File: src/rtl/neighbor_table_update.sv
// rtl/neighbor_table_update.sv - neighbor table insert/update engine with known-cluster-head tracking
//
// Purpose: for each accepted packet, search the external neighbor table for the
// packet source. A hit rewrites that entry and a miss appends a new entry (or
// drops the packet when the table is full). A cluster-head announcement also
// registers its source in a small internal known-CH list.
//
// Ports:
//   clock, nrst          - rising-edge clock, asynchronous active-low reset
//   en                   - packet strobe, sampled only in IDLE
//   fSourceID..fQValue   - packet fields; packetType selects a CH announcement
//   rd_addr / mSourceID  - table read port (data arrives one cycle after the address)
//   wr_en, wr_addr       - table write strobe and address
//   nodeID..nodeQValue   - table write data (the latched packet fields)
//   neighborCount        - number of valid table entries
//   knownCHCount, chID   - known-CH list fill level and most recently added CH
//   busy, done           - engine active / one-cycle completion pulse
//   found, dropped       - packet outcome, valid while done is high
//   chFull               - known-CH list is full
module neighbor_table_update #(
  parameter int         WORD_WIDTH    = 16,
  parameter int         MAX_NEIGHBORS = 32,
  parameter int         ADDR_WIDTH    = 5,
  parameter int         MAX_CH        = 8,
  parameter logic [2:0] CH_PKT        = 3'd2
) (
  input  logic                           clock,
  input  logic                           nrst,
  input  logic                           en,
  input  logic [WORD_WIDTH-1:0]          fSourceID,
  input  logic [WORD_WIDTH-1:0]          fClusterID,
  input  logic [WORD_WIDTH-1:0]          fEnergyLeft,
  input  logic [WORD_WIDTH-1:0]          fQValue,
  input  logic [2:0]                     packetType,
  output logic [ADDR_WIDTH-1:0]          rd_addr,
  input  logic [WORD_WIDTH-1:0]          mSourceID,
  output logic                           wr_en,
  output logic [ADDR_WIDTH-1:0]          wr_addr,
  output logic [WORD_WIDTH-1:0]          nodeID,
  output logic [WORD_WIDTH-1:0]          nodeClusterID,
  output logic [WORD_WIDTH-1:0]          nodeEnergy,
  output logic [WORD_WIDTH-1:0]          nodeQValue,
  output logic [ADDR_WIDTH:0]            neighborCount,
  output logic [$clog2(MAX_CH+1)-1:0]    knownCHCount,
  output logic [WORD_WIDTH-1:0]          chID,
  output logic                           busy,
  output logic                           done,
  output logic                           found,
  output logic                           dropped,
  output logic                           chFull
);

  localparam int CW = $clog2(MAX_CH + 1);
  localparam int KW = (MAX_CH > 1) ? $clog2(MAX_CH) : 1;

  localparam logic [ADDR_WIDTH:0] NB_MAX = (ADDR_WIDTH + 1)'(MAX_NEIGHBORS);
  localparam logic [ADDR_WIDTH:0] NB_ONE = (ADDR_WIDTH + 1)'(1);
  localparam logic [CW-1:0]       CH_MAX = CW'(MAX_CH);
  localparam logic [CW-1:0]       CH_ONE = CW'(1);

  typedef enum logic [2:0] {
    S_IDLE, S_READ, S_COMPARE, S_ADD, S_UPDATE, S_CHSCAN, S_CHADD, S_DONE
  } state_t;

  state_t                state;
  logic [ADDR_WIDTH-1:0] n;
  logic [CW-1:0]         k;
  logic [2:0]            pkt_type;
  logic [WORD_WIDTH-1:0] ch_list [MAX_CH];

  logic [ADDR_WIDTH:0]   n_next;
  logic                  table_room;
  logic                  ch_hit;

  // n_next is one bit wider than n so the end-of-table test cannot alias.
  assign n_next     = {1'b0, n} + NB_ONE;
  assign table_room = (neighborCount < NB_MAX);
  assign ch_hit     = (ch_list[k[KW-1:0]] == nodeID);
  assign chFull     = (knownCHCount == CH_MAX);

  // The node* registers double as the packet latch: they are loaded once when
  // the packet is accepted, so they already hold the write data in UPDATE/ADD.
  // wr_en and wr_addr are loaded on entry to UPDATE/ADD so that the registered
  // strobe is high exactly during that state.
  always_ff @(posedge clock or negedge nrst) begin
    if (!nrst) begin
      state         <= S_IDLE;
      n             <= '0;
      k             <= '0;
      pkt_type      <= '0;
      rd_addr       <= '0;
      wr_en         <= 1'b0;
      wr_addr       <= '0;
      nodeID        <= '0;
      nodeClusterID <= '0;
      nodeEnergy    <= '0;
      nodeQValue    <= '0;
      neighborCount <= '0;
      knownCHCount  <= '0;
      chID          <= '0;
      busy          <= 1'b0;
      done          <= 1'b0;
      found         <= 1'b0;
      dropped       <= 1'b0;
      for (int i = 0; i < MAX_CH; i++) ch_list[i] <= '0;
    end else begin
      case (state)
        S_IDLE: begin
          if (en) begin
            nodeID        <= fSourceID;
            nodeClusterID <= fClusterID;
            nodeEnergy    <= fEnergyLeft;
            nodeQValue    <= fQValue;
            pkt_type      <= packetType;
            n             <= '0;
            k             <= '0;
            found         <= 1'b0;
            dropped       <= 1'b0;
            busy          <= 1'b1;
            if (neighborCount != '0) begin
              rd_addr <= '0;
              state   <= S_READ;
            end else begin
              // Empty table always has room for the first entry.
              wr_en   <= 1'b1;
              wr_addr <= '0;
              state   <= S_ADD;
            end
          end
        end
        S_READ: state <= S_COMPARE;
        S_COMPARE: begin
          if (mSourceID == nodeID) begin
            wr_en   <= 1'b1;
            wr_addr <= n;
            state   <= S_UPDATE;
          end else if (n_next < neighborCount) begin
            n       <= n_next[ADDR_WIDTH-1:0];
            rd_addr <= n_next[ADDR_WIDTH-1:0];
            state   <= S_READ;
          end else begin
            wr_en   <= table_room;
            wr_addr <= neighborCount[ADDR_WIDTH-1:0];
            state   <= S_ADD;
          end
        end
        S_UPDATE, S_ADD: begin
          wr_en <= 1'b0;
          if (state == S_UPDATE) found <= 1'b1;
          else if (table_room) neighborCount <= neighborCount + NB_ONE;
          else dropped <= 1'b1;
          if (pkt_type == CH_PKT) begin
            state <= S_CHSCAN;
          end else begin
            done  <= 1'b1;
            state <= S_DONE;
          end
        end
        S_CHSCAN: begin
          // End-of-list is tested first so the lookup never uses a stale entry.
          if (k == knownCHCount) begin
            state <= S_CHADD;
          end else if (ch_hit) begin
            done  <= 1'b1;
            state <= S_DONE;
          end else begin
            k <= k + CH_ONE;
          end
        end
        S_CHADD: begin
          if (!chFull) begin
            ch_list[knownCHCount[KW-1:0]] <= nodeID;
            knownCHCount                  <= knownCHCount + CH_ONE;
            chID                          <= nodeID;
          end
          done  <= 1'b1;
          state <= S_DONE;
        end
        S_DONE: begin
          done  <= 1'b0;
          busy  <= 1'b0;
          state <= S_IDLE;
        end
        default: state <= S_IDLE;
      endcase
    end
  end

endmodule

File: config.mk
export PLATFORM = sky130hd
export DESIGN_NAME = neighbor_table_update
export DESIGN_NICKNAME = d
export VERILOG_FILES = /design/src/rtl/neighbor_table_update.sv
export SDC_FILE = /design/constraint.sdc
export NUM_CORES = 1
export LEC_CHECK = 0
export BUFFER_PORTS_ARGS = -buffer_cell sky130_fd_sc_hd__buf_2
export CORE_MARGIN = 4
export CORE_UTILIZATION = 35
export DETAILED_ROUTE_END_ITERATION = 6
export SYNTH_ARGS = -nofsm -noshare
export SYNTH_HDL_FRONTEND = slang
export SYNTH_SLANG_ARGS = --single-unit
File: constraint.sdc
create_clock -name clock -period 2.8 [get_ports clock]
set_input_delay 0.14 -clock clock [delete_from_list [all_inputs] [get_ports clock]]
set_output_delay 0.14 -clock clock [all_outputs]
set_load 0.02 [all_outputs]
# ---- After elaboration in Yosys (flattened, before gate mapping)
# Cells that the tools add are included.
dict set report word_totals {
  ff_bits 248
  output_inout_bits 106
  word_cells 135
}
dict set report classes {
  n_addsub 4
  magnitude_cmp 5
  eq_ne 26
  muxes 47
  bitwise 4
  reduce_logical 23
}
# operator n
set ops {}
lappend ops {{$bwmux 128} 1}
lappend ops {{$bmux 16 s3} 1}
lappend ops {{$demux 16 s3} 1}
lappend ops {{$mux 16} 3}
lappend ops {{$mux 5} 9}
lappend ops {{$eq 16x16->1} 2}
lappend ops {{$pmux 5 s2} 3}
lappend ops {{$ne 2x2->1 const B} 12}
lappend ops {{$reduce_and 4->1} 6}
lappend ops {{$pmux 3 s7} 1}
lappend ops {{$eq 3x3->1 const B} 4}
lappend ops {{$mux 1} 12}
lappend ops {{$mux 3} 4}
lappend ops {{$mux 4} 3}
lappend ops {{$eq 3x2->1 const B} 3}
lappend ops {{$add 4x1->4 const B} 2}
lappend ops {{$ge 4x4->1 const B} 2}
lappend ops {{$not 3->4} 2}
lappend ops {{$pmux 4 s2} 1}
lappend ops {{$reduce_and 2->1} 4}
lappend ops {{$reduce_bool 2->1} 4}
lappend ops {{$add 5x1->6 const B} 1}
lappend ops {{$add 6x1->6 const B} 1}
lappend ops {{$lt 6x6->1} 1}
lappend ops {{19 further kinds} 26}

# ---- Logic depth before layout (Yosys ltp)
# Gate-level depths: netlist of the first run.
dict set report depth {
  word_depth 8
  mapped_depth 10
}

# ---- Worst setup path before layout of the first run
# No wires, ideal clock.
dict set report synth_path {
  kind {reg2reg}
  startpoint {register knownCHCount[1]}
  endpoint {register ch_list[112] in the netlist's numbering}
  setup_ns 0.125
  arrival_time_ns 2.855
  t_required_ns 2.675
  path_slack_ns -0.179
  stages_incl_launch_ff 11
  path_cell_list {dfrtp_1 -> clkbuf_1 -> inv_1 -> ha_1 -> nand2_1 -> nor2_1 -> nor3_2 -> nand2_1 -> nor3_2 -> clkbuf_1 -> mux2_2}
}
dict set report synth_via {
  word_cells_on_any_way 10
}
# element line_no
set synth_lines {}
lappend synth_lines {{start, declared} 44} ;# output logic [$clog2(MAX_CH+1)-1:0] knownCHCount,
lappend synth_lines {{start signal, assigned} 173} ;# knownCHCount <= knownCHCount + CH_ONE;
lappend synth_lines {{$eq 4x4->1} 79} ;# assign chFull = (knownCHCount == CH_MAX);
lappend synth_lines {{named net chFull} 50} ;# output logic chFull
lappend synth_lines {{$not 1->1 (no line)} --}
lappend synth_lines {{$reduce_and 2->1 (no line)} --}
lappend synth_lines {{end signal, assigned by index} 172} ;# ch_list[knownCHCount[KW-1:0]] <= nodeID;
lappend synth_lines {{end, declared} 69} ;# logic [WORD_WIDTH-1:0] ch_list [MAX_CH];
# The timed path passes the listed nets, and every way through them passes these cells.
# A chain may end at the register's enable or synchronous reset.

# ---- Final worst setup path of the first run
dict set report layout_path {
  startpoint {register k[0]}
  endpoint {register state[1]}
}
dict set report layout_via {
  elab_chain_cells 7
  word_cells_on_any_way 10
}
# element line_no
set layout_lines {}
lappend layout_lines {{start, declared} 67} ;# logic [CW-1:0] k;
lappend layout_lines {{start signal, assigned} 167} ;# k <= k + CH_ONE;
lappend layout_lines {{$not 3->4 (not written as such)} 78} ;# assign ch_hit = (ch_list[k[KW-1:0]] == nodeID);
lappend layout_lines {{$bmux 16 s3} 78}
lappend layout_lines {{$mux 16 (not written as such) (2 in series)} 78}
lappend layout_lines {{$eq 16x16->1} 78}
lappend layout_lines {{$ne 3x3->1 (no line)} --}
lappend layout_lines {{$reduce_and 2->1 (no line)} --}
lappend layout_lines {{end signal, assigned} 87} ;# state <= S_IDLE;
lappend layout_lines {{end signal, assigned} 122} ;# state <= S_READ;
lappend layout_lines {{end signal, assigned} 127} ;# state <= S_ADD;
lappend layout_lines {{end, declared} 65} ;# state_t state;
# Parallel ways exist; a longest one is shown, timed or not. The select of a mux whose other input is x is not followed.

==> flow_summary.html, run 1 <==
<table>
<tr><th>Metric</th><th>Value</th></tr>
<tr><th colspan="2">Clock network</th></tr>
<tr><td>Clock root buffer master</td><td>clkbuf_16</td></tr>
<tr><td>Reg clk slew, reported paths</td><td>60 ps</td></tr>
<tr><td>Number of sinks on the clock net</td><td>248</td></tr>
<tr><td>Clock insertion delay at the later pin of the skew report</td><td>530 ps</td></tr>
<tr><td>Total CTS buffers</td><td>28</td></tr>
<tr><td>CTS tree</td><td>built</td></tr>
<tr><td>Clk buf depth</td><td>3</td></tr>
<tr><td>H-Tree Level Count</td><td>1</td></tr>
<tr><th colspan="2">Status</th></tr>
<tr><td>Outcome</td><td>finished clean</td></tr>
<tr><th colspan="2">Drt</th></tr>
<tr><td>Detail Route Antenna Nets</td><td>0</td></tr>
<tr><td>Total Wirelength</td><td>29.1 mm</td></tr>
<tr><td>Drt initial violations</td><td>437</td></tr>
<tr><td>Detailed-routing iteration count for the pre-antenna-repair pass</td><td>6</td></tr>
<tr><td>Routed via count divided by cell count</td><td>4.91</td></tr>
<tr><td>Vias post-DR</td><td>8,030</td></tr>
<tr><td>DRC violations left</td><td>0</td></tr>
<tr><td>Average wire per cell in the routed design</td><td>17.8 um</td></tr>
<tr><th colspan="2">Logic synthesis</th></tr>
<tr><td>Post-synth EDFFs</td><td>0</td></tr>
<tr><td>Leading cell type by number of instances after synthesis</td><td>dfrtp_1</td></tr>
<tr><td>Mean Syn Cell Area</td><td>12.1 um^2</td></tr>
<tr><td>Dominant register cell in the synthesized netlist</td><td>dfrtp_1</td></tr>
<tr><td>Post-synthesis instance total</td><td>932</td></tr>
<tr><td>Leading post-synthesis cells by cell area</td><td>dfrtp_1 55%, mux2_2 15%, nand2_1 7.8%</td></tr>
<tr><td>Syn Nets</td><td>1,029</td></tr>
<tr><td>Synth Warn #</td><td>0</td></tr>
<tr><td>Sequential element share of the synthesized area</td><td>55.1%</td></tr>
<tr><td>Post-synth top cells</td><td>248 x dfrtp_1, 233 x nand2_1, 150 x mux2_2, 50 x clkbuf_1, 33 x xor2_1</td></tr>
<tr><td>Distinct cell type count after synthesis</td><td>47</td></tr>
<tr><td>Register bit total from synthesis</td><td>248</td></tr>
<tr><td>Post-synth top area cell</td><td>dfrtp_1</td></tr>
<tr><td>Post-synthesis instance area</td><td>0.0113 mm^2</td></tr>
<tr><td>Fraction of post-synthesis cell area in the top cell type by area</td><td>55.1%</td></tr>
<tr><td>Fraction of registers with async set/reset</td><td>100%</td></tr>
<tr><th colspan="2">Worst setup path</th></tr>
<tr><td>Critical path class</td><td>reg2reg</td></tr>
<tr><td>Sort of element at the end of the critical path</td><td>flip-flop</td></tr>
<tr><td>Arrival time at the worst endpoint</td><td>3070 ps</td></tr>
<tr><td>Req. time, crit path</td><td>3250 ps</td></tr>
<tr><td>Crit path max fanout</td><td>20</td></tr>
<tr><td>Crit path launch type</td><td>flip-flop</td></tr>
<tr><th colspan="2">Timing</th></tr>
<tr><td>Fin Clk Skew</td><td>10.1 ps</td></tr>
<tr><td>Fmax</td><td>382 MHz</td></tr>
<tr><td>Final count of pins violating max slew</td><td>0</td></tr>
<tr><td>Final Hold Fails</td><td>0</td></tr>
<tr><td>Total negative slack</td><td>0 ps</td></tr>
<tr><td>Total of endpoints with negative setup slack in the final report</td><td>0</td></tr>
<tr><td>RSZ-0062 raised after global routing</td><td>no</td></tr>
<tr><td>Time the worst path needs with I/O delays and setup</td><td>2620 ps</td></tr>
<tr><td>Slew Limit Headroom</td><td>44.8%</td></tr>
<tr><td>Worst Max-Slew Pin Slew</td><td>828 ps</td></tr>
<tr><td>Share of the clock period used by the worst path after layout</td><td>93.6%</td></tr>
<tr><td>Worst-case hold slack</td><td>169 ps</td></tr>
<tr><th colspan="2">Global route</th></tr>
<tr><td>Number of antenna violations at the first check in global routing</td><td>0</td></tr>
<tr><td>Number of global-route vias before repair</td><td>8,492</td></tr>
<tr><td>Global-route wire length before repair</td><td>47.3 mm</td></tr>
<tr><td>Global Route Usage Sum</td><td>16.5%</td></tr>
<tr><td>Overall overflow remaining after global route</td><td>0</td></tr>
<tr><td>Pin count of the biggest net entering global routing</td><td>72</td></tr>
<tr><th colspan="2">Layout</th></tr>
<tr><td>Layout overhead on the synthesized area</td><td>29.3%</td></tr>
<tr><td>Share of post-route cells with drive strength above 1</td><td>39.3%</td></tr>
<tr><td>Area taken by multi-input logic gates</td><td>0.00478 mm^2</td></tr>
<tr><td># diodes</td><td>0</td></tr>
<tr><td>Final standard cell count with taps included and fillers excluded</td><td>1,634</td></tr>
<tr><td>Final Net Count</td><td>1,310</td></tr>
<tr><td>Flip-flop and latch area</td><td>0.00621 mm^2</td></tr>
<tr><td>Filler Cell Count</td><td>2,861</td></tr>
<tr><th colspan="2">Worst hold path</th></tr>
<tr><td>Classification of the worst-slack hold path</td><td>in2async</td></tr>
<tr><th colspan="2">Power and ir drop</th></tr>
<tr><td>Leakage power summed over all cells</td><td>7.25 nW</td></tr>
<tr><td>Worst IR Drop VDD</td><td>0.471 mV</td></tr>
<tr><td>PwrDens</td><td>1140 mW/mm^2</td></tr>
<tr><th colspan="2">Job</th></tr>
<tr><td>MaxCap Viol Count</td><td>0</td></tr>
<tr><th colspan="2">Floorplan</th></tr>
<tr><td>Floorplan row count</td><td>65</td></tr>
<tr><td>Die height</td><td>187 um</td></tr>
<tr><td>Placeable core area</td><td>0.0316 mm^2</td></tr>
<tr><td>Die width</td><td>187 um</td></tr>
<tr><td>Starting density of the core</td><td>35.6%</td></tr>
<tr><td>Die outline area</td><td>0.0351 mm^2</td></tr>
<tr><td>I/O Pins</td><td>192</td></tr>
<tr><th colspan="2">Place</th></tr>
<tr><td>Number of buffer cells added on primary ports</td><td>191</td></tr>
<tr><td>Detailed placer's ending HPWL</td><td>19.1 mm</td></tr>
<tr><td>Routability-driven placement congestion ratio</td><td>0.815</td></tr>
<tr><td>Number of placed instances with taps included</td><td>1,515</td></tr>
</table>
-- critical path: stages, from the launching register on --
cell      delay [ps]
dfrtp_2          400
buf_12           190
mux4_2           520
mux2i_1          180
xor2_1           180
nand4_1          230
nor4_4           450
nor2_2           140
a211oi_2         230
-- placed cells by master, fill, tap and decap left out, drive strengths merged, types with 3 or more instances in the layout --
master / Yosys / final
nand2b: 3 / 3
clkinv: 0 / 10
mux4: 32 / 32
ha: 11 / 11
o211ai: 5 / 5
inv: 16 / 16
a21o: 6 / 6
mux2i: 17 / 17
nor3: 8 / 8
xnor2: 13 / 13
a22o: 3 / 3
o21a: 3 / 3
dfrtp: 248 / 248
dlygate4sd3: 0 / 69
nand4: 11 / 11
a21oi: 12 / 12
mux2: 150 / 150
buf: 10 / 242
o21ai: 15 / 15
nand3: 9 / 9
nor2: 11 / 11
nor4: 6 / 6
xor2: 33 / 33
nand2: 233 / 233
clkbuf: 50 / 37
nor2b: 4 / 4
-- state kept, by name (all words and copies together), names as in the netlist, 3 cells and up --
signal	count
wr_addr	5
pkt_type	3
n	5
nodeID	16
knownCHCount	4
rd_addr	5
nodeQValue	16
nodeEnergy	16
state	3
neighborCount	6
nodeClusterID	16
chID	16
ch_list	128
k	4
-- cell families (layout without fill, tap and decap cells) --
logic type | count (synthesis) | count (layout) | share of synthesized area, %
AND/OR/NAND/NOR | 298 | 298 | 11.4
flip-flops | 248 | 248 | 55.1
multiplexers | 199 | 199 | 22.9
buffers and inverters | 76 | 376 | 2.81
AO/OA/AOI/OAI | 54 | 54 | 3.05
XOR/XNOR | 46 | 46 | 3.58
adder cells (fa/ha/maj) | 11 | 11 | 1.22
-- cell type report --
type                    instances  share of cell area (%)
clock buffers                  37                    5.53
flip-flops and latches        248                    42.6
well taps                     402                    3.45
repair buffers                311                    14.4
clock inverters                12                   0.755
multi-input cells             608                    32.8
inverters                      16                   0.412
-- metrics by stage --
step | util [%] | power, mW | setup slack [ps] | instance area, um^2
final | 46.1 | 16.6 | 179 | 14600
after global routing | 46.1 | 17.7 | 4.42 | 14600
after global placement | 40.9 | 12.8 | 188 | 13000
after detailed placement | 40.9 | 13.0 | 155 | 13000
after CTS | 46.0 | 16.8 | 136 | 14600
after floorplan | - | 10.6 | 24.3 | 11300
-- routing by layer --
layer / part of all wire [%] / vias up / track usage, % / wire, um
li1: - / 3760 / - / -
met1: 44 / 4060 / 21.7 / 12700
met2: 50 / 160 / 28.4 / 14600
met3: 3.2 / 50 / 2.35 / 928
met4: 3.1 / 0 / 5.05 / 906
met5: 0 / - / 0 / 0
-- power by group --
| part | switching (mW) | internal, mW |
|---|---|---|
| Clock | 1.43 | 2.19 |
| Sequential | 0.852 | 5.12 |
| Combinational | 3.87 | 3.11 |
| Total | 6.15 | 10.4 |
-- final timing paths --
kind	from	to	slack, ps	depth (start not counted)
worst max-delay path	k[0]$_DFFE_PN0P_	state[1]$_DFFE_PN0P_	180	8
worst min-delay path	nrst	chID[4]$_DFFE_PN0P_	170	2
worst max register to register	k[0]$_DFFE_PN0P_	state[1]$_DFFE_PN0P_	180	8
worst min register to register	nodeClusterID[0]$_DFFE_PN0P_	nodeClusterID[0]$_DFFE_PN0P_	470	2
max in group asynchronous	nrst	nodeQValue[3]$_DFFE_PN0P_	1870	3
min in group clock	packetType[2]	pkt_type[2]$_DFFE_PN0P_	330	4
-- timing repair --
| item | in CTS | in global routing |
|---|---|---|
| setup endpoints to repair | 0 | 5 |
| buffers inserted | 0 | 1 |
| endpoints found under the hold margin | 137 | 0 |
| gates resized for setup | 0 | 2 |
| hold buffers | 69 | 0 |
(Power assumes the default switching activity.)
==> run 2, diff against run 1 <==
--- a/config.mk
+++ b/config.mk
@@ -5,10 +5,12 @@
 export SDC_FILE = /design/constraint.sdc
 export NUM_CORES = 1
 export LEC_CHECK = 0
+export ABC_AREA = 1
 export BUFFER_PORTS_ARGS = -buffer_cell sky130_fd_sc_hd__buf_2
 export CORE_MARGIN = 4
 export CORE_UTILIZATION = 35
 export DETAILED_ROUTE_END_ITERATION = 6
+export PLACE_DENSITY = 0.55
 export SYNTH_ARGS = -nofsm -noshare
 export SYNTH_HDL_FRONTEND = slang
 export SYNTH_SLANG_ARGS = --single-unit
==> run 2 against run 1 <==
- clock power is 7.2% higher
- worst hold slack worse by 20 ps
- global-route usage is 1.9 points higher
- sequential share of layout area is 0.87 points lower
- setup slack better by 86 ps
- wire length is 17% higher
- critical path type unchanged
- clock skew is 1.4 ps higher
- sequential power hardly changed
==> flow_summary.html, run 2 <==
<table>
<tr><th>Metric</th><th>Value</th></tr>
<tr><th colspan="2">Status</th></tr>
<tr><td>Outcome</td><td>finished clean</td></tr>
<tr><th colspan="2">Layout</th></tr>
<tr><td>Number of flip-flops under the largest register name</td><td>128</td></tr>
<tr><td>Share of post-route cells with drive strength above 1</td><td>20.0%</td></tr>
<tr><td>Register ranked first by flip-flop count</td><td>ch_list</td></tr>
<tr><td>Area taken by multi-input logic gates</td><td>0.00458 mm^2</td></tr>
<tr><td>Commonest cells after routing, fill and taps aside</td><td>425 x nand2_1, 247 x dfrtp_1, 190 x buf_2</td></tr>
<tr><td>Layout overhead on the synthesized area</td><td>26.3%</td></tr>
<tr><td>Flip-flop and latch area</td><td>0.00621 mm^2</td></tr>
<tr><td>Filler Cell Count</td><td>3,327</td></tr>
<tr><td>Most common cell after layout, fill and taps aside</td><td>nand2_1</td></tr>
<tr><td># diodes</td><td>0</td></tr>
<tr><td>Final Net Count</td><td>1,729</td></tr>
<tr><th colspan="2">Clock network</th></tr>
<tr><td>Reg clk slew, reported paths</td><td>60 ps</td></tr>
<tr><td>Post-CTS Repair Setup Buffers</td><td>0</td></tr>
<tr><td>CTS tree</td><td>built</td></tr>
<tr><td>Clock insertion delay at the later pin of the skew report</td><td>560 ps</td></tr>
<tr><td>Total CTS buffers</td><td>29</td></tr>
<tr><td>Clk buf depth</td><td>3</td></tr>
<tr><td>Clock root buffer master</td><td>clkbuf_16</td></tr>
<tr><td>H-Tree Level Count</td><td>1</td></tr>
<tr><td>Number of sinks on the clock net</td><td>248</td></tr>
<tr><th colspan="2">Logic synthesis</th></tr>
<tr><td>Fraction of post-synthesis cell area in the top cell type by area</td><td>52.7%</td></tr>
<tr><td>Mean Syn Cell Area</td><td>8.48 um^2</td></tr>
<tr><td>Post-synth top area cell</td><td>dfrtp_1</td></tr>
<tr><td>Area share of and/or/nand/nor cells after synthesis</td><td>22.2%</td></tr>
<tr><td>Leading post-synthesis cells by cell area</td><td>dfrtp_1 53%, nand2_1 14%, o21ai_0 6.9%</td></tr>
<tr><td>Post-synth top cells</td><td>426 x nand2_1, 248 x dfrtp_1, 162 x o21ai_0, 156 x inv_1, 99 x nand3_1</td></tr>
<tr><td>Syn Nets</td><td>1,486</td></tr>
<tr><td>Dominant register cell in the synthesized netlist</td><td>dfrtp_1</td></tr>
<tr><td>Sequential element share of the synthesized area</td><td>52.7%</td></tr>
<tr><td>Register bit total from synthesis</td><td>248</td></tr>
<tr><td>Dominant combinational cell family by area after synthesis</td><td>simple AND/OR/NAND/NOR gates</td></tr>
<tr><td>Distinct cell type count after synthesis</td><td>34</td></tr>
<tr><td>Adder-cell share of the synthesized area</td><td>1.17%</td></tr>
<tr><td>Fraction of registers with async set/reset</td><td>100%</td></tr>
<tr><td>Mux cell area share after synthesis</td><td>4.68%</td></tr>
<tr><td>Post-synth EDFFs</td><td>0</td></tr>
<tr><td>Share of the synthesized netlist area taken by xor and xnor gates</td><td>2.23%</td></tr>
<tr><td>Post-synthesis instance total</td><td>1,389</td></tr>
<tr><td>Compound-Gate Fraction of Synth Area</td><td>8.52%</td></tr>
<tr><td>Post-synthesis instance area</td><td>0.0118 mm^2</td></tr>
<tr><td>Leading cell type by number of instances after synthesis</td><td>nand2_1</td></tr>
<tr><td>Synth Warn #</td><td>0</td></tr>
<tr><th colspan="2">Global route</th></tr>
<tr><td>Pin count of the biggest net entering global routing</td><td>80</td></tr>
<tr><td>Overall overflow remaining after global route</td><td>0</td></tr>
<tr><td>Global Route Usage Sum</td><td>18.4%</td></tr>
<tr><td>Number of global-route vias before repair</td><td>9,643</td></tr>
<tr><td>Met3 GRT Util</td><td>2.83%</td></tr>
<tr><td>GR Layer Usage met2</td><td>31.1%</td></tr>
<tr><td>Global-route wire length before repair</td><td>53.7 mm</td></tr>
<tr><td>Layer with the highest usage after global routing</td><td>met2</td></tr>
<tr><td>Met1 usage in global routing</td><td>24.5%</td></tr>
<tr><td>Number of antenna violations at the first check in global routing</td><td>0</td></tr>
<tr><th colspan="2">Worst setup path</th></tr>
<tr><td>Cell with the largest stage delay on the worst path</td><td>dfrtp_1</td></tr>
<tr><td>Req. time, crit path</td><td>3280 ps</td></tr>
<tr><td>Maximum single-stage delay on the critical path</td><td>410 ps</td></tr>
<tr><td>Worst R2R Setup Slack</td><td>270 ps</td></tr>
<tr><td>Crit path launch type</td><td>flip-flop</td></tr>
<tr><td>Library cell appearing most often on the critical path</td><td>nand2_1</td></tr>
<tr><td>Arrival time at the worst endpoint</td><td>3010 ps</td></tr>
<tr><td>Worst-path cell chain</td><td>ha_1 &gt; nand2_1 &gt; nor2_1 &gt; xor2_1 &gt; inv_1 &gt; ha_1 &gt; nand2_1 &gt; a21oi_1 &gt; a211oi_1 &gt; nand2_1 &gt; o21ai_0 &gt; nand3_2 &gt; inv_2 &gt; nand3_1 &gt; o21ai_0</td></tr>
<tr><td>Sort of element at the end of the critical path</td><td>flip-flop</td></tr>
<tr><td>Crit path max fanout</td><td>8</td></tr>
<tr><td>Critical path class</td><td>reg2reg</td></tr>
<tr><th colspan="2">Drt</th></tr>
<tr><td>Detailed-routing iteration count for the pre-antenna-repair pass</td><td>5</td></tr>
<tr><td>Vias post-DR</td><td>9,904</td></tr>
<tr><td>Total Wirelength</td><td>34.2 mm</td></tr>
<tr><td>Drt initial violations</td><td>592</td></tr>
<tr><td>Routed via count divided by cell count</td><td>4.73</td></tr>
<tr><td>Average wire per cell in the routed design</td><td>16.3 um</td></tr>
<tr><td>Detail Route Antenna Nets</td><td>0</td></tr>
<tr><td>DRC violations left</td><td>0</td></tr>
<tr><th colspan="2">Power and ir drop</th></tr>
<tr><td>PwrDens</td><td>1110 mW/mm^2</td></tr>
<tr><td>Leakage power summed over all cells</td><td>7.54 nW</td></tr>
<tr><td>Total power draw</td><td>16.6 mW</td></tr>
<tr><td>Worst IR Drop VDD</td><td>0.567 mV</td></tr>
<tr><th colspan="2">Floorplan</th></tr>
<tr><td>Starting density of the core</td><td>35.8%</td></tr>
<tr><td>Floorplan row count</td><td>66</td></tr>
<tr><td>Die width</td><td>191 um</td></tr>
<tr><td>Placeable core area</td><td>0.0329 mm^2</td></tr>
<tr><td>I/O Pins</td><td>192</td></tr>
<tr><td>Die outline area</td><td>0.0367 mm^2</td></tr>
<tr><td>Die height</td><td>191 um</td></tr>
<tr><th colspan="2">Timing</th></tr>
<tr><td>Worst-case hold slack</td><td>150 ps</td></tr>
<tr><td>Fmax</td><td>394 MHz</td></tr>
<tr><td>Worst Max-Slew Pin Slew</td><td>841 ps</td></tr>
<tr><td>Total negative slack</td><td>0 ps</td></tr>
<tr><td>Share of the clock period used by the worst path after layout</td><td>90.5%</td></tr>
<tr><td>Fin Clk Skew</td><td>11.5 ps</td></tr>
<tr><td>RSZ-0062 raised after global routing</td><td>no</td></tr>
<tr><td>Final count of pins violating max slew</td><td>0</td></tr>
<tr><td>Slew Limit Headroom</td><td>43.9%</td></tr>
<tr><td>Final Hold Fails</td><td>0</td></tr>
<tr><td>Time the worst path needs with I/O delays and setup</td><td>2530 ps</td></tr>
<tr><td>Total of endpoints with negative setup slack in the final report</td><td>0</td></tr>
<tr><th colspan="2">Place</th></tr>
<tr><td>Routability-driven placement congestion ratio</td><td>0.820</td></tr>
<tr><td>Detailed placer's ending HPWL</td><td>22.8 mm</td></tr>
<tr><td>Number of buffer cells added on primary ports</td><td>191</td></tr>
<tr><th colspan="2">Worst hold path</th></tr>
<tr><td>Classification of the worst-slack hold path</td><td>in2async</td></tr>
<tr><th colspan="2">Job</th></tr>
<tr><td>MaxCap Viol Count</td><td>0</td></tr>
</table>
==> run 2: path summary, 6_finish.rpt <==
kind                                        start                     end  cells past startpoint
setup / recovery                 n[0]$_DFFE_PN0P_        n[3]$_DFFE_PN0P_                     15
hold / removal                               nrst    chID[10]$_DFFE_PN0P_                      2
setup reg to reg                 n[0]$_DFFE_PN0P_        n[3]$_DFFE_PN0P_                     15
hold reg to reg            wr_addr[2]$_DFFE_PN0P_  wr_addr[2]$_DFFE_PN0P_                      2
max in group asynchronous                    nrst  wr_addr[2]$_DFFE_PN0P_                      3
min in group clock                   mSourceID[1]    state[2]$_DFFE_PN0P_                      8
==> run 2: cell type report <==
cell class	count	area share, %
Tap cell	442	3.72
Inverter	160	4.14
Clock buffer	41	5.65
Timing Repair Buffer	290	13.1
Clock inverter	12	0.950
Sequential cell	248	41.7
Multi-Input combinational cell	903	30.7
==> run 2: repair_timing <==
action,in CTS,in global routing
hold buffers,75,0
endpoints found under the hold margin,137,0
setup endpoints to repair,0,10
resized for setup,0,1
==> run 2: cells by family after synthesis <==
| family | count (synthesis) |
|---|---|
| adder cells (fa/ha/maj) | 11 |
| flip-flops | 248 |
| AO/OA/AOI/OAI | 196 |
| AND/OR/NAND/NOR | 617 |
| XOR/XNOR | 30 |
| buffers and inverters | 238 |
| multiplexers | 49 |
==> run 2: where the power goes <==
part           total [mW]  internal, mW  switching, mW  leakage [nW]
clock network        3.88          2.36           1.52         0.488
registers            5.98          5.06          0.927          3.13
logic                6.69          2.41           4.28          3.92
total                16.6          9.82           6.73          7.54
==> run 2: per-layer routing <==
layer	vias up	routed length, um
li1	4900	-
met1	4762	15100
met2	183	16800
met3	59	1270
met4	0	933
met5	-	0
==> run 2: worst max-delay path: cells and delay by family, from the launching register on <==
| family | cells | cell delay (ps) |
|---|---|---|
| XOR/XNOR | 1 | 150 |
| AO/OA/AOI/OAI | 4 | 490 |
| flip-flops | 1 | 410 |
| AND/OR/NAND/NOR | 6 | 690 |
| adder cells (fa/ha/maj) | 2 | 490 |
| buffers and inverters | 2 | 230 |
==> run 2: per-stage QoR <==
| stage | area [um^2] | worst slack, ps | utilization (%) | instances |
|---|---|---|---|---|
| after global routing | 14900 | 19.1 | 45.3 | 2096 |
| final | 14900 | 265 | 45.3 | 2096 |
| after floorplan | 11800 | 543 | - | 1389 |
| after detailed placement | 13100 | 205 | 40.0 | 1968 |
| after global placement | 13100 | 288 | 40.0 | 1968 |
| after CTS | 14900 | 169 | 45.3 | 2096 |
==> run 3, diff against run 2 <==
==> constraint.sdc (replaced) <==
create_clock -name clock -period 2.1 [get_ports clock]
set_input_delay 0.105 -clock clock [delete_from_list [all_inputs] [get_ports clock]]
set_output_delay 0.105 -clock clock [all_outputs]
set_load 0.02 [all_outputs]
==> run 3 against run 2 <==
- the run now ends with negative setup slack left
- cell area up 7.7%
- first-iteration DRC count up 2.2%
- clock power up 24%
- setup slack worse by 390 ps
- clock-buffer cell count up 5
- critical path type unchanged
- clock skew up 5.2 ps
==> flow_summary.html, run 3 (synthesis results as in run 2) <==
<table>
<tr><th>Metric</th><th>Value</th></tr>
<tr><th colspan="2">Global route</th></tr>
<tr><td>Overall overflow remaining after global route</td><td>0</td></tr>
<tr><td>Number of antenna violations at the first check in global routing</td><td>0</td></tr>
<tr><td>Pin count of the biggest net entering global routing</td><td>70</td></tr>
<tr><td>Global Route Usage Sum</td><td>19.0%</td></tr>
<tr><td>Number of global-route vias before repair</td><td>9,949</td></tr>
<tr><td>Global-route wire length before repair</td><td>55.7 mm</td></tr>
<tr><th colspan="2">Worst setup path</th></tr>
<tr><td>Maximum single-stage delay on the critical path</td><td>350 ps</td></tr>
<tr><td>Sort of element at the end of the critical path</td><td>flip-flop</td></tr>
<tr><td>Depth of the worst register-to-register path</td><td>15</td></tr>
<tr><td>Cell with the largest stage delay on the worst path</td><td>dfrtp_1</td></tr>
<tr><td>Req. time, crit path</td><td>2570 ps</td></tr>
<tr><td>Critical path class</td><td>reg2reg</td></tr>
<tr><td>Kind of cell adding the most delay to the critical path</td><td>simple AND/OR/NAND/NOR gates</td></tr>
<tr><td>Total buffers and inverters traversed by the critical path</td><td>2</td></tr>
<tr><td>Reg-to-Reg Start</td><td>n[1]$_DFFE_PN0P_</td></tr>
<tr><td>Stages on the worst setup path</td><td>15</td></tr>
<tr><td>Worst R2R Setup Slack</td><td>-120 ps</td></tr>
<tr><td>Arrival time at the worst endpoint</td><td>2690 ps</td></tr>
<tr><td>Crit path max fanout</td><td>8</td></tr>
<tr><td>Crit path launch type</td><td>flip-flop</td></tr>
<tr><td>Critical register-to-register path endpoint</td><td>n[0]$_DFFE_PN0P_</td></tr>
<tr><td>Worst-path cell chain</td><td>ha_2 &gt; nand2_1 &gt; nor2_1 &gt; xor2_1 &gt; inv_1 &gt; ha_4 &gt; nand2_4 &gt; a21oi_2 &gt; a211oi_2 &gt; nand2_2 &gt; o21ai_2 &gt; nand3_4 &gt; inv_8 &gt; nand3_2 &gt; o21ai_1</td></tr>
<tr><th colspan="2">Clock network</th></tr>
<tr><td>H-Tree Level Count</td><td>1</td></tr>
<tr><td>Number of sinks on the clock net</td><td>248</td></tr>
<tr><td>Clk buf depth</td><td>3</td></tr>
<tr><td>Reg clk slew, reported paths</td><td>60 ps</td></tr>
<tr><td>CTS tree</td><td>built</td></tr>
<tr><td>Total CTS buffers</td><td>28</td></tr>
<tr><td>Clock root buffer master</td><td>clkbuf_16</td></tr>
<tr><td>Clock insertion delay at the later pin of the skew report</td><td>560 ps</td></tr>
<tr><th colspan="2">Timing</th></tr>
<tr><td>Time the worst path needs with I/O delays and setup</td><td>2220 ps</td></tr>
<tr><td>Fmax</td><td>450 MHz</td></tr>
<tr><td>Share of the clock period used by the worst path after layout</td><td>106%</td></tr>
<tr><td>Fin Clk Skew</td><td>16.7 ps</td></tr>
<tr><td>Final Hold Fails</td><td>0</td></tr>
<tr><td>Final count of pins violating max slew</td><td>0</td></tr>
<tr><td>RSZ-0062 raised after global routing</td><td>yes</td></tr>
<tr><td>Worst-case hold slack</td><td>43.7 ps</td></tr>
<tr><td>Worst Max-Slew Pin Slew</td><td>538 ps</td></tr>
<tr><td>Worst Setup Slack, final</td><td>-122 ps</td></tr>
<tr><td>Slew Limit Headroom</td><td>64.1%</td></tr>
<tr><td>Total of endpoints with negative setup slack in the final report</td><td>16</td></tr>
<tr><th colspan="2">Power and ir drop</th></tr>
<tr><td>Leakage power summed over all cells</td><td>8.00 nW</td></tr>
<tr><td>Worst IR Drop VDD</td><td>0.785 mV</td></tr>
<tr><td>PwrDens</td><td>1470 mW/mm^2</td></tr>
<tr><th colspan="2">Floorplan</th></tr>
<tr><td>I/O Pins</td><td>192</td></tr>
<tr><td>Floorplan row count</td><td>66</td></tr>
<tr><td>Die height</td><td>191 um</td></tr>
<tr><td>Placeable core area</td><td>0.0329 mm^2</td></tr>
<tr><td>Starting density of the core</td><td>35.8%</td></tr>
<tr><td>Die width</td><td>191 um</td></tr>
<tr><td>Die outline area</td><td>0.0367 mm^2</td></tr>
<tr><th colspan="2">Layout</th></tr>
<tr><td># diodes</td><td>0</td></tr>
<tr><td>Layout overhead on the synthesized area</td><td>36.0%</td></tr>
<tr><td>Register ranked first by flip-flop count</td><td>ch_list</td></tr>
<tr><td>Final Net Count</td><td>1,800</td></tr>
<tr><td>Share of post-route cells with drive strength above 1</td><td>27.5%</td></tr>
<tr><td>Core occupancy in the finished layout</td><td>48.8%</td></tr>
<tr><td>Most common cell after layout, fill and taps aside</td><td>nand2_1</td></tr>
<tr><td>Number of flip-flops under the largest register name</td><td>128</td></tr>
<tr><td>Commonest cells after routing, fill and taps aside</td><td>393 x nand2_1, 246 x dfrtp_1, 190 x buf_2</td></tr>
<tr><th colspan="2">Drt</th></tr>
<tr><td>DRC violations left</td><td>0</td></tr>
<tr><td>Vias post-DR</td><td>10,100</td></tr>
<tr><td>Drt initial violations</td><td>605</td></tr>
<tr><td>Routed via count divided by cell count</td><td>4.68</td></tr>
<tr><td>Detail Route Antenna Nets</td><td>0</td></tr>
<tr><td>Average wire per cell in the routed design</td><td>16.9 um</td></tr>
<tr><td>Detailed-routing iteration count for the pre-antenna-repair pass</td><td>5</td></tr>
<tr><td>Total Wirelength</td><td>36.5 mm</td></tr>
<tr><th colspan="2">Worst hold path</th></tr>
<tr><td>Classification of the worst-slack hold path</td><td>in2async</td></tr>
<tr><th colspan="2">Status</th></tr>
<tr><td>Outcome</td><td>complete, but fails checks</td></tr>
<tr><td>Violations in the final reports</td><td>negative setup slack</td></tr>
<tr><th colspan="2">Job</th></tr>
<tr><td>MaxCap Viol Count</td><td>0</td></tr>
<tr><th colspan="2">Place</th></tr>
<tr><td>Number of buffer cells added on primary ports</td><td>191</td></tr>
<tr><td>Routability-driven placement congestion ratio</td><td>0.822</td></tr>
<tr><td>Detailed placer's ending HPWL</td><td>23.8 mm</td></tr>
</table>
run 3: cell count changes in the layout (fill, tap and decap cells not counted), moves of 6 or more:
cell,before,now
nand3_2,3,24
nand3_1,99,72
nand3_4,0,6
nand2_2,0,29
buf_12,4,15
nand2_1,425,393
buf_4,20,70
o21ai_0,162,148
o21ai_1,3,16
run 3: worst register-to-register path, delay by kind of cell, from the launching register on:
kind	cells	cell delay [ps]
adder cells (fa/ha/maj)	2	410
AND/OR/NAND/NOR	6	560
buffers and inverters	2	220
AO/OA/AOI/OAI	4	460
XOR/XNOR	1	150
flip-flops	1	350
run 3: per-layer routing:
| layer | GRT usage (%) | share of wire [%] | vias up | routed length, um |
|---|---|---|---|---|
| met1 | 25.8 | 44 | 4849 | 16100 |
| met5 | 0 | 0 | - | 0 |
| met2 | 32.5 | 50 | 191 | 18200 |
| li1 | - | - | 5038 | - |
| met4 | 4.61 | 2.2 | 0 | 809 |
| met3 | 2.50 | 3.9 | 65 | 1440 |
run 3: power by group:
group	internal [mW]	total, mW	switching [mW]
Sequential	6.74	7.88	1.14
Clock	2.83	4.80	1.97
Combinational	4.30	10.9	6.57
Total	13.9	23.5	9.67
run 3: per-stage QoR:
step | power (mW) | worst slack [ps] | setup TNS [ps] | instances | area, um^2
final | 23.5 | -122 | -1510 | 2165 | 16000
after global routing | 25.3 | -240 | -3990 | 2165 | 16000
after CTS | 22.8 | -205 | -2320 | 2151 | 15400
after detailed placement | 17.7 | -174 | -1990 | 2026 | 13700
after global placement | 17.5 | -147 | -1550 | 2026 | 13700
after floorplan | 14.1 | -45.4 | -331 | 1389 | 11800
run 3: how the worst max path moves through the flow:
| stage | from | endpoint |
|---|---|---|
| after detailed placement | n[0]$_DFFE_PN0P_ | n[4]$_DFFE_PN0P_ |
| after global routing | n[1]$_DFFE_PN0P_ | n[4]$_DFFE_PN0P_ |
| after floorplan | n[0]$_DFFE_PN0P_ | n[0]$_DFFE_PN0P_ |
| after global placement | n[0]$_DFFE_PN0P_ | n[0]$_DFFE_PN0P_ |
| final | n[1]$_DFFE_PN0P_ | n[0]$_DFFE_PN0P_ |
| after CTS | n[1]$_DFFE_PN0P_ | n[1]$_DFFE_PN0P_ |
run 3: final cells by class:
| class | instances | area, um^2 |
|---|---|---|
| Sequential cell | 248 | 6210 |
| Multi-Input combinational cell | 903 | 4960 |
| Fill cell | 3198 | 16800 |
| Clock buffer | 46 | 878 |
| Inverter | 160 | 629 |
| Timing Repair Buffer | 362 | 2760 |
| Clock inverter | 4 | 35.0 |
| Tap cell | 442 | 553 |
run 3: timing repair:
item / CTS / global route
endpoints found under the setup margin: 16 / 62
cloned: 0 / 9
buffers inserted: 2 / 6
pin swaps: 3 / 27
endpoints found under the hold margin: 317 / 0
hold buffers: 73 / 0
resized for setup: 9 / 108
